[src/rtl/line_raster_unit.sv]
// Bresenham line rasterizer: latches endpoints from the primitive FIFO head and
// emits one pixel per enable rising edge, handshaking data_ready / line_done.
//
// state | meaning
// IDLE  | waiting for enable; endpoints and step terms latched on entry to LOAD
// LOAD  | settle cycle after precompute
// EMIT  | pix_x/pix_y valid, data_ready high for this cycle only
// HOLD  | waiting for the next enable rising edge to step or finish
// DONE  | every pixel emitted, line_done held until clear
module line_raster_unit #(
    parameter int COORD_W = 10
) (
    input  logic               clk,
    input  logic               nreset,
    input  logic               enable,
    input  logic               clear,
    input  logic [COORD_W-1:0] x0,
    input  logic [COORD_W-1:0] y0,
    input  logic [COORD_W-1:0] x1,
    input  logic [COORD_W-1:0] y1,
    output logic [COORD_W-1:0] pix_x,
    output logic [COORD_W-1:0] pix_y,
    output logic               data_ready,
    output logic               line_done
);

    localparam int DW  = COORD_W + 1;
    localparam int EW  = COORD_W + 2;
    localparam int E2W = COORD_W + 3;

    typedef enum logic [2:0] {S_IDLE, S_LOAD, S_EMIT, S_HOLD, S_DONE} state_t;

    state_t state_q, state_d;
    logic   enable_q;
    logic   en_rise, at_end, load, step;

    logic [COORD_W-1:0] cur_x_q, cur_x_d, cur_y_q, cur_y_d;
    logic [COORD_W-1:0] end_x_q, end_x_d, end_y_q, end_y_d;
    logic [COORD_W-1:0] pix_x_q, pix_x_d, pix_y_q, pix_y_d;
    logic [COORD_W-1:0] adx, ady;
    logic signed [DW-1:0]  dx_q, dx_d, dy_q, dy_d;
    logic signed [1:0]     sx_q, sx_d, sy_q, sy_d;
    logic signed [EW-1:0]  err_q, err_d, dx_ew, dy_ew, dx_add, dy_add;
    logic signed [E2W-1:0] e2, dx_e2, dy_e2;
    logic                  step_x, step_y;

    assign en_rise = enable & ~enable_q;
    assign at_end  = (cur_x_q == end_x_q) && (cur_y_q == end_y_q);
    assign load    = (state_q == S_IDLE) && enable && !clear;
    assign step    = (state_q == S_HOLD) && en_rise && !clear && !at_end;

    always_ff @(posedge clk or negedge nreset) begin
        if (!nreset) begin
            state_q <= S_IDLE;
        end else begin
            state_q <= state_d;
        end
    end

    always_comb begin
        state_d = state_q;
        if (clear) begin
            state_d = S_IDLE;
        end else begin
            case (state_q)
                S_IDLE: if (enable) state_d = S_LOAD;
                S_LOAD: state_d = S_EMIT;
                S_EMIT: state_d = S_HOLD;
                S_HOLD: if (en_rise) state_d = at_end ? S_DONE : S_EMIT;
                S_DONE: state_d = S_DONE;
                default: state_d = S_IDLE;
            endcase
        end
    end

    always_comb begin
        data_ready = (state_q == S_EMIT);
        line_done  = (state_q == S_DONE);
    end

    // Step decisions use the error term from before this step's updates.
    always_comb begin
        cur_x_d = cur_x_q;
        cur_y_d = cur_y_q;
        end_x_d = end_x_q;
        end_y_d = end_y_q;
        dx_d    = dx_q;
        dy_d    = dy_q;
        sx_d    = sx_q;
        sy_d    = sy_q;
        err_d   = err_q;
        pix_x_d = pix_x_q;
        pix_y_d = pix_y_q;

        adx    = (x1 >= x0) ? (x1 - x0) : (x0 - x1);
        ady    = (y1 >= y0) ? (y1 - y0) : (y0 - y1);
        e2     = $signed({err_q, 1'b0});
        dx_ew  = $signed({dx_q[DW-1], dx_q});
        dy_ew  = $signed({dy_q[DW-1], dy_q});
        dx_e2  = $signed({{2{dx_q[DW-1]}}, dx_q});
        dy_e2  = $signed({{2{dy_q[DW-1]}}, dy_q});
        step_x = (e2 >= dy_e2);
        step_y = (e2 <= dx_e2);
        dy_add = step_x ? dy_ew : '0;
        dx_add = step_y ? dx_ew : '0;

        if (load) begin
            cur_x_d = x0;
            cur_y_d = y0;
            end_x_d = x1;
            end_y_d = y1;
            dx_d    = $signed({1'b0, adx});
            dy_d    = -$signed({1'b0, ady});
            sx_d    = (x0 < x1) ? 2'sb01 : 2'sb11;
            sy_d    = (y0 < y1) ? 2'sb01 : 2'sb11;
            err_d   = $signed({dx_d[DW-1], dx_d}) + $signed({dy_d[DW-1], dy_d});
        end else if (step) begin
            if (step_x) cur_x_d = cur_x_q + {{(COORD_W-2){sx_q[1]}}, sx_q};
            if (step_y) cur_y_d = cur_y_q + {{(COORD_W-2){sy_q[1]}}, sy_q};
            err_d = err_q + dy_add + dx_add;
        end

        if (state_d == S_EMIT) begin
            pix_x_d = cur_x_d;
            pix_y_d = cur_y_d;
        end
    end

    always_ff @(posedge clk or negedge nreset) begin
        if (!nreset) begin
            enable_q <= 1'b0;
            cur_x_q  <= '0;
            cur_y_q  <= '0;
            end_x_q  <= '0;
            end_y_q  <= '0;
            dx_q     <= '0;
            dy_q     <= '0;
            sx_q     <= '0;
            sy_q     <= '0;
            err_q    <= '0;
            pix_x_q  <= '0;
            pix_y_q  <= '0;
        end else begin
            enable_q <= enable;
            cur_x_q  <= cur_x_d;
            cur_y_q  <= cur_y_d;
            end_x_q  <= end_x_d;
            end_y_q  <= end_y_d;
            dx_q     <= dx_d;
            dy_q     <= dy_d;
            sx_q     <= sx_d;
            sy_q     <= sy_d;
            err_q    <= err_d;
            pix_x_q  <= pix_x_d;
            pix_y_q  <= pix_y_d;
        end
    end

    assign pix_x = pix_x_q;
    assign pix_y = pix_y_q;

endmodule

[config.mk]
export PLATFORM = sky130hd
export DESIGN_NAME = line_raster_unit
export DESIGN_NICKNAME = d
export VERILOG_FILES = /design/src/rtl/line_raster_unit.sv
export SDC_FILE = /design/constraint.sdc
export NUM_CORES = 1
export LEC_CHECK = 0
export ABC_AREA = 1
export BUFFER_PORTS_ARGS = -buffer_cell sky130_fd_sc_hd__buf_2
export CAP_MARGIN = 25
export CORE_MARGIN = 2
export CORE_UTILIZATION = 50
export DETAILED_ROUTE_END_ITERATION = 6
export PLACE_DENSITY = 0.68
export SLEW_MARGIN = 20
export SYNTH_ARGS = -nofsm -noshare
export SYNTH_HDL_FRONTEND = slang
export SYNTH_SLANG_ARGS = --single-unit
export TNS_END_PERCENT = 10
[constraint.sdc]
create_clock -name clk -period 4.4 [get_ports clk]
set_input_delay 0.88 -clock clk [delete_from_list [all_inputs] [get_ports clk]]
set_output_delay 0.88 -clock clk [all_outputs]
set_load 0.01 [all_outputs]
==> results.cfg <==
[floorplanning]
start_util = 0.5135
floorplan.die_area_um2 = 20470
rows = 50
die_w_um = 143.1
die_h_um = 143.1
core_um2 = 18830
pin_count = 66

[power_and_ir_drop]
leakagePower_nw = 5.967
p_sw_w = 0.003104
comb_power_share = 0.645
pwr-share-seq = 0.231
intPower_w = 0.003191
finalPower_w = 0.006295
power_density_nw_per_um2 = 579.5
clkPwrFrac = 0.124
peakVddDrop_mv = 0.2729
switching_share = 0.4931

[routing]
drc = 0
antenna_left = 0
wl_per_cell_um = 15.17
num_vias = 9042
drt_pre_antenna_iters = 5
drt_iter0_drc = 503
routed_wl_um = 26460
vias_per_cell = 5.185

[clocking]
cts.sink_count = 100
cts_buffers = 9
post_cts_resized = 0
root_buffer = clkbuf_16
cts_tree = yes
htree_num_levels = 3
clkTransAtPathRegs_ps = 80
clock_latency_ps = 360
cts_hold_buf = 0
clockBufferDepth = 2
cts_setup_buffers = 0

[timing]
fin_crit_sh = 0.9397
setup-violations-final = 0
slew_headroom = 0.3886
slew_violations = 0
worst_slew_pin_slew_ps = 917.1
timing_hold_violations_final = 0
finalClockSkew_ps = 11.65
max_freq_mhz = 241.8
rsz0062_at_grt = false
fin_ws_ps = 265.2
min_period_ps = 4135

[placed_design]
dp_hpwl_um = 21390
place_congestion = 0.9638
placed_area_um2 = 10580
io_buffer_count = 65
post-place-ws_ps = -15.68
place_inst = 1729

[synth]
syn-cell-area_um2 = 9669
synth.area.top_cells = dfrtp_1 (26%), nand2_1 (16%), ha_1 (13%)
synth.avg_cell_area_um2 = 6.997
synth.most_common_cell = nand2_1
synthFlopType = dfrtp_1
ys_seq_area_frac = 0.2588
synth-edff-count = 0
netlist_instances = 1382
synth_warnings = 0
post_synth_num_cell_types = 54
syn_nets = 1545
synth_area_leader_cell = dfrtp_1
synth_common_cells = nand2_1 (400), inv_1 (213), ha_1 (101)
synth_top_area_frac = 0.2588
synth-seq-cells = 100
ys_async_sr_fraction = 1.000

[min_path]
hp-start = pix_y[7]$_DFFE_PN0N_
min_path_type = reg2reg

[global_route]
grt_pass1_vias = 8736
grt_use_total = 0.2684
grt_max_degree = 71
overflow = 0
grt_pass1_wl_um = 43250
antenna_found_initial = 0

[finish]
drive_gt1_frac = 0.1422
syn2layout_area_growth_pct = 12.33
diodes = 0
design_area_um2 = 10860
final_util = 0.5768
finalNonFillerCells = 1744
fin_nets = 1643

[worst_setup_path]
required_ps = 4690
start_kind = register
endpoint_kind = register
crit_start = err_q[3]$_DFFE_PN0P_
critical_path.max_fanout = 10
path_class = reg2reg
arrival_ps = 4420
r2r-start = err_q[3]$_DFFE_PN0P_

[outcome]
outcome = complete, no violations

[run]
cap_viol_max_count = 0
## placed cells by master, fill, tap and decap left out, types with 4 or more instances in the layout
cell and count:
buf_2 64, a21oi_1 65, nand3_1 84, a21o_1 4, o21ai_2 7, fa_1 18
or2_2 7, inv_2 12, nand2_4 5, dfrtp_1 100, nor2_2 8, o21bai_1 5
nand2_2 17, a21oi_2 4, nor3_1 13, inv_1 212, buf_4 54, nand2_1 400
nor2_4 6, a31oi_1 5, o22ai_1 5, nand4_1 15, and2_1 6, o21ai_0 78
nand3_2 4, o21ai_1 8, clkbuf_16 9, ha_1 101, xor2_1 44, xnor2_1 15
nor2_1 70
## final cells by class
| cell class | count | area, um^2 |
|---|---|---|
| Clock inverter | 6 | 48.80 |
| Tap cell | 260 | 325.3 |
| Inverter | 225 | 844.6 |
| Fill cell | 1868 | 7969 |
| Multi-Input combinational cell | 1025 | 6170 |
| Clock buffer | 9 | 225.2 |
| Timing Repair Buffer | 119 | 745.7 |
| Sequential cell | 100 | 2502 |
## critical path: stages (launching register included)
cell and delay (ps):
dfrtp_1 450, ha_1 350, a21oi_1 120, o21ai_0 100, o21ai_1 200, nand4_1 220
nand3_1 150, buf_4 210, nand2_1 80, inv_1 80, fa_1 420, ha_1 350
inv_1 90, nor4_1 420, o21ai_0 210, nand4_1 150, a21oi_1 70, o21ai_0 120
nand2_1 110, a21oi_2 150
## sequential cells by signal, summed over array words and instances (netlist names), 3 cells and up
| register | count |
|---|---|
| pix_x | 10 |
| dy_q | 11 |
| pix_y | 10 |
| state_q | 3 |
| err_q | 12 |
| end_x_q | 10 |
| cur_y_q | 10 |
| dx_q | 10 |
| end_y_q | 10 |
| cur_x_q | 10 |
## metal layers
metal,part of all wire,vias up,global-route usage
li1,-,4597,-
met1,0.47,4177,0.3584
met2,0.47,218,0.4520
met3,0.039,50,0.03353
met4,0.027,0,0.08650
met5,0,-,0
## cells by family after synthesis
logic type,Yosys count,synth area share
buf+inv,257,0.1048
xor+xnor,59,0.05344
compound gates,198,0.1154
fa+ha+maj,119,0.1680
flops,100,0.2588
simple gates,649,0.2996
## power by group through the flow
stage	registers [W]	logic [W]	clock network (W)
2_1_floorplan	0.00143	0.00275	0
3_3_place_gp	0.00147	0.00395	0
3_5_place_dp	0.00147	0.00400	0
4_1_cts	0.00145	0.00404	0.000803
5_1_grt	0.00149	0.00458	0.000828
6_report	0.00145	0.00406	0.000780
## path summary, 6_finish.rpt
path	to	slack, ps	cells past startpoint
hold / removal	pix_y[7]$_DFFE_PN0N_	480	2
max in group asynchronous	err_q[10]$_DFFE_PN0P_	2790	2
setup reg to reg	err_q[10]$_DFFE_PN0P_	270	19
hold reg to reg	pix_y[7]$_DFFE_PN0N_	480	2
min in group asynchronous	cur_x_q[3]$_DFF_PN0_	610	1
setup / recovery	err_q[10]$_DFFE_PN0P_	270	19
## metrics by stage
stage	hold slack (ps)	TNS, ps
floorplan	449.0	0
global placement	458.6	0
detailed placement	459.3	-15.68
CTS	481.1	0
global route	496.4	0
finish	477.1	0
Note: power is estimated with default switching activity, not from simulation.
